**src/rtl/pe_psum_accumulator.sv**
```systemverilog
// Partial-sum accumulator for one PE. It holds NUM_CH independent
// accumulators and executes ACCUM, FLUSH and CLEAR commands. A FLUSH adds
// an incoming psum to the selected accumulator, emits the result through a
// valid/ready port and zeroes that accumulator.
//
// state       | meaning
// ------------+-------------------------------------------------------
// S_IDLE      | accept commands; ACCUM and CLEAR complete in one cycle
// S_WAIT_PSUM | FLUSH latched; waiting for the psum handshake
// S_OUT       | flush result presented; held until out_ready
module pe_psum_accumulator #(
    parameter int WIDTH     = 8,
    parameter int ACC_WIDTH = 10,
    parameter int NUM_CH    = 4,
    parameter int SATURATE  = 1,
    parameter int CH_W      = (NUM_CH > 1) ? $clog2(NUM_CH) : 1
) (
    input  logic                 clk,
    input  logic                 rst,
    input  logic                 cmd_valid,
    output logic                 cmd_ready,
    input  logic [1:0]           cmd_op,
    input  logic [CH_W-1:0]      cmd_ch,
    input  logic [WIDTH-1:0]     cmd_data,
    input  logic                 psum_valid,
    output logic                 psum_ready,
    input  logic [ACC_WIDTH-1:0] psum_in,
    output logic                 out_valid,
    input  logic                 out_ready,
    output logic [ACC_WIDTH-1:0] out_data,
    output logic [CH_W-1:0]      out_ch,
    output logic                 ovf,
    output logic                 err
);

    typedef enum logic [1:0] {
        S_IDLE      = 2'd0,
        S_WAIT_PSUM = 2'd1,
        S_OUT       = 2'd2
    } state_t;

    localparam logic [1:0] OP_CLEAR = 2'b00;
    localparam logic [1:0] OP_ACCUM = 2'b01;
    localparam logic [1:0] OP_FLUSH = 2'b10;

    state_t                r_state;
    logic [ACC_WIDTH-1:0]  r_acc [NUM_CH];
    logic [CH_W-1:0]       r_ch;
    logic [ACC_WIDTH-1:0]  r_out_data;
    logic [CH_W-1:0]       r_out_ch;
    logic                  r_out_valid;
    logic                  r_ovf;
    logic                  r_err;

    logic                  w_ch_bad;
    logic [ACC_WIDTH:0]    w_sum_cmd;
    logic [ACC_WIDTH:0]    w_sum_psum;

    // Out-of-range channel or reserved opcode is consumed but flagged.
    function automatic logic [ACC_WIDTH-1:0] clamp(input logic [ACC_WIDTH:0] s);
        if (s[ACC_WIDTH] && (SATURATE != 0)) begin
            return '1;
        end
        return s[ACC_WIDTH-1:0];
    endfunction

    // Readies depend only on state; they are forced low while rst is held.
    always_comb begin
        cmd_ready  = (r_state == S_IDLE) && !rst;
        psum_ready = (r_state == S_WAIT_PSUM) && !rst;
        w_ch_bad   = ({1'b0, cmd_ch} >= (CH_W + 1)'(NUM_CH));
        w_sum_cmd  = {1'b0, r_acc[cmd_ch]} + (ACC_WIDTH + 1)'(cmd_data);
        w_sum_psum = {1'b0, r_acc[r_ch]} + {1'b0, psum_in};
    end

    // Command execution, flush sequencing and sticky status flags.
    always_ff @(posedge clk) begin
        if (rst) begin
            r_state     <= S_IDLE;
            for (int i = 0; i < NUM_CH; i++) begin
                r_acc[i] <= '0;
            end
            r_ch        <= '0;
            r_out_data  <= '0;
            r_out_ch    <= '0;
            r_out_valid <= 1'b0;
            r_ovf       <= 1'b0;
            r_err       <= 1'b0;
        end else begin
            case (r_state)
                S_IDLE: begin
                    if (cmd_valid) begin
                        if (w_ch_bad) begin
                            r_err <= 1'b1;
                        end else begin
                            case (cmd_op)
                                OP_ACCUM: begin
                                    r_acc[cmd_ch] <= clamp(w_sum_cmd);
                                    if (w_sum_cmd[ACC_WIDTH]) r_ovf <= 1'b1;
                                end
                                OP_CLEAR: r_acc[cmd_ch] <= '0;
                                OP_FLUSH: begin
                                    r_ch    <= cmd_ch;
                                    r_state <= S_WAIT_PSUM;
                                end
                                default:  r_err <= 1'b1;
                            endcase
                        end
                    end
                end
                S_WAIT_PSUM: begin
                    if (psum_valid) begin
                        r_out_data  <= clamp(w_sum_psum);
                        r_out_ch    <= r_ch;
                        r_acc[r_ch] <= '0;
                        if (w_sum_psum[ACC_WIDTH]) r_ovf <= 1'b1;
                        r_out_valid <= 1'b1;
                        r_state     <= S_OUT;
                    end
                end
                S_OUT: begin
                    if (out_ready) begin
                        r_out_valid <= 1'b0;
                        r_state     <= S_IDLE;
                    end
                end
                default: begin
                    r_out_valid <= 1'b0;
                    r_state     <= S_IDLE;
                end
            endcase
        end
    end

    assign out_valid = r_out_valid;
    assign out_data  = r_out_data;
    assign out_ch    = r_out_ch;
    assign ovf       = r_ovf;
    assign err       = r_err;

endmodule

```
**config.mk**
```make
export PLATFORM = sky130hd
export DESIGN_NAME = pe_psum_accumulator
export DESIGN_NICKNAME = d
export VERILOG_FILES = /design/src/rtl/pe_psum_accumulator.sv
export SDC_FILE = /design/constraint.sdc
export NUM_CORES = 1
export LEC_CHECK = 0
export ABC_AREA = 1
export CORE_MARGIN = 10
export CORE_UTILIZATION = 46
export CTS_CLUSTER_SIZE = 12
export DETAILED_ROUTE_END_ITERATION = 6
export MAX_ROUTING_LAYER = met4
export PLACE_DENSITY = 0.67
export SLEW_MARGIN = 20
export SYNTH_ARGS = -nofsm -noshare
export SYNTH_HDL_FRONTEND = slang
export SYNTH_SLANG_ARGS = --single-unit
```
**constraint.sdc**
```tcl
create_clock -name clk -period 4.86 [get_ports clk]
set_input_delay 0.972 -clock clk [delete_from_list [all_inputs] [get_ports clk]]
set_output_delay 0.972 -clock clk [all_outputs]
set_load 0.005 [all_outputs]
```
==> results.txt <==
----------------------------------------------------
[Place]
  Place WS ... around 0.88 ns
  GP Congestion ... 0.876
  Number of buffers inserted by port buffering ... 43
  Placed wire-length estimate ... about 8100 um

[Cells and area]
  Area of combinational cells with multiple inputs ... 1920 um2
  Total inserted antenna cells ... 0
  Sequential cell area ... 1620 um2
  Layout Utilization ... 0.554
  Leading cell type in the layout, fill and taps excluded ... sky130_fd_sc_hd__nor2_1
  NumNets Final ... 585
  Synthesis-to-layout area growth ... 16.7%
  Share of cells above drive strength 1 ... 0.0994
  Count of fill cells added during filler insertion ... a little under 800
  Top library cells by usage in the layout, fill and taps aside ... sky130_fd_sc_hd__nor2_1, sky130_fd_sc_hd__nand2_1, sky130_fd_sc_hd__inv_1

[Routing]
  Number of antenna-violating nets in the routed design ... 0
  DRC violation count after routing ... 0
  Detailed-route via count ... approximately 3500
  Number of vias per cell after detailed routing ... ~5.4
  Final wirelength ... 10800 um
  First-pass iteration count of the detailed router ... 5
  Number of DRC markers after the initial detailed-route iteration ... 233
  Wire length per cell after detailed routing ... 16.6 um

[Global route]
  Wire length of the first global-routing pass ... 17100 um
  Overall overflow remaining after global route ... 0
  Aggregate global-route resource usage ... 0.173
  Number of global-route vias before repair ... 3544
  Antenna violations before repair ... 0
  Largest net degree at the start of global routing ... 22

[Clock network]
  Root Buffer ... sky130_fd_sc_hd__clkbuf_8
  Maximum clock insertion buffer count ... 2
  Clock Pin Slew Worst Setup and Hold Paths ... 0.07 ns
  Post CTS Setup Buffer Count ... 0
  Number of buffers added by the clock tree synthesis step ... 9
  CTS tree ... done
  TritonCTS sink count ... 61
  Insertion delay of the later-clocked pin in the worst-skew pair ... roughly 0.35 ns
  Number of levels in the clock H-tree ... 3
  CTS-repair resized insts ... 0
  Hold buffers post-CTS ... 0

[Synthesis]
  Number of different library cells in the post-synthesis netlist ... 35
  Average footprint of a synthesized cell ... 7.82 um2
  Async set-or-reset flop fraction in the synthesized netlist ... 0
  Register area share after synthesis ... 0.416
  Number of enable flip-flop cells after synthesis ... 40
  Cell area after synthesis ... ~3900 um2
  Number of flip-flops and latches in the synthesized netlist ... 61
  Synthesized net count ... approximately 550
  Yosys warning total ... 0
  Primary flip-flop cell chosen by synthesis mapping ... sky130_fd_sc_hd__edfxtp_1
  Cell count after synthesis ... 499

[Floorplan]
  Area enclosed by the die boundary ... 12600 um2
  Number of top-level pins ... 44
  Starting Density ... 0.475
  Chip Height ... 112 um
  Die span in x ... 112 um
  Core outline area ... 8220 um2
  Cell Rows ... 33

[Critical path]
  Register-to-Register Setup Slack ... around 1.8 ns
  Worst setup SP type ... input pin
  Critical setup path kind ... in2reg
  Data arrival at the endpoint of the critical path ... 3.74 ns
  CP max FO ... 21
  Endpoint kind of the worst setup timing path ... flop
  Worst EP required ... 4.96 ns

[Timing]
  Worst setup slack after layout ... 1.22 ns
  Final period demand of the worst path ... 3.64 ns
  Final Hold Violating Endpoints ... 0
  Maximum clock skew at final layout ... 0.0100 ns
  Pins Over Slew Limit ... 0
  Unrepaired setup endpoints after global routing ... no
  Maximum frequency from static timing analysis ... 0.275 GHz
  Pin slew with the least headroom to its limit ... 0.580 ns
  Final clock period utilization by the worst path ... 0.749
  # setup viols final ... 0
  Relative slew margins ... 0.613
  Final-layout worst hold slack ... 0.465 ns
  Total negative slack for setup checks ... 0 ns

[Outcome]
  Run status ... complete, no violations

[Pwr]
  Post-route total power ... 1.35 mW
  Ratio of total power to cell area ... between 200 and 300 nW/um2
  Peak supply drop ... approximately 0.00015 V
  Static leakage ... 2.04 nW

[Flow run]
  Number of maximum-capacitance violations ... 0

[Min path]
  Min-delay worst type ... reg2reg

----------------------------------------------------
-- sequential cells by signal, summed over array words and instances (netlist names), named ones only --
signal     count
r_ch           2
out_valid      1
ovf            1
err            1
out_data      10
out_ch         2
r_state        2
r_acc         40
-- metal layers --
metal	wire, um	up-vias	track usage
met1	4550	1636	0.184
li1	-	1733	-
met4	309	0	0.0897
met5	0	-	-
met3	607	24	0.0399
met2	5290	115	0.293
-- power breakdown --
part           leakage [nW]  switching, mW  internal [mW]
registers             0.585         0.0150          0.577
clock network        0.0939          0.212          0.236
logic                  1.36          0.191          0.118
-- critical path: stages --
cell and delay (ns):
sky130_fd_sc_hd__clkdlybuf4s50_1 0.71, sky130_fd_sc_hd__inv_2 0.25, sky130_fd_sc_hd__o21ai_0 0.21, sky130_fd_sc_hd__o22ai_1 0.12
sky130_fd_sc_hd__ha_1 0.22, sky130_fd_sc_hd__fa_1 0.41, sky130_fd_sc_hd__nand2_1 0.10, sky130_fd_sc_hd__nand2_1 0.07
sky130_fd_sc_hd__nand3_1 0.08, sky130_fd_sc_hd__nand2_1 0.15, sky130_fd_sc_hd__nor3_1 0.17, sky130_fd_sc_hd__nand2_1 0.06
sky130_fd_sc_hd__nand3_1 0.14, sky130_fd_sc_hd__nor2_1 0.06
-- path summary, 6_finish.rpt --
path            endpoint  cells past startpoint  startpoint
min            out_valid                      2   out_valid
min reg2reg    out_valid                      2   out_valid
max reg2reg  out_data[8]                     15        flop
max          r_acc[0][9]                     14   cmd_ch[0]
-- stage by stage --
| step | instances | instance area (um2) |
|---|---|---|
| after floorplan | 499 | 3900 |
| after global placement | 632 | 4360 |
| after detailed placement | 632 | 4360 |
| after CTS | 648 | 4550 |
| after global routing | 648 | 4550 |
| final | 648 | 4550 |
-- layout make-up --
class	instances	area share
Multi-Input combinational cell	358	0.422
Sequential cell	61	0.356
Timing Repair Buffer	46	0.0995
Inverter	62	0.0514
Tap cell	105	0.0288
Clock buffer	10	0.0280
Clock inverter	6	0.0140
-- synth_stat cells, types with 2 or more instances --
master	n	area share
sky130_fd_sc_hd__a21o_1	3	0.0058
sky130_fd_sc_hd__a21oi_1	24	0.031
sky130_fd_sc_hd__a31oi_1	3	0.0048
sky130_fd_sc_hd__buf_2	3	0.0038
sky130_fd_sc_hd__buf_6	7	0.020
sky130_fd_sc_hd__clkbuf_1	7	0.0067
sky130_fd_sc_hd__dfxtp_1	21	0.11
sky130_fd_sc_hd__edfxtp_1	40	0.31
sky130_fd_sc_hd__fa_1	2	0.010
sky130_fd_sc_hd__ha_1	18	0.058
sky130_fd_sc_hd__inv_1	56	0.054
sky130_fd_sc_hd__inv_2	5	0.0048
sky130_fd_sc_hd__nand2_1	85	0.082
sky130_fd_sc_hd__nand2_2	15	0.024
sky130_fd_sc_hd__nand2_4	2	0.0058
sky130_fd_sc_hd__nand3_1	20	0.026
sky130_fd_sc_hd__nand3_2	5	0.013
sky130_fd_sc_hd__nand4_1	5	0.0080
sky130_fd_sc_hd__nor2_1	87	0.084
sky130_fd_sc_hd__nor2_2	4	0.0064
sky130_fd_sc_hd__nor2_4	2	0.0058
sky130_fd_sc_hd__o21ai_0	47	0.060
sky130_fd_sc_hd__o21bai_1	2	0.0038
sky130_fd_sc_hd__o22ai_1	17	0.027
sky130_fd_sc_hd__o22ai_2	2	0.0064
sky130_fd_sc_hd__xnor2_1	3	0.0067
sky130_fd_sc_hd__xor2_1	6	0.013
-- cells by family after synthesis --
family,Yosys count,share of synthesized area
AND/OR/NAND/NOR,228,0.259
AO/OA/AOI/OAI,101,0.146
buffers and inverters,80,0.0917
flip-flops,61,0.416
adder cells (fa/ha/maj),20,0.0680
XOR/XNOR,9,0.0202
Power figures use the tool's default switching activity.
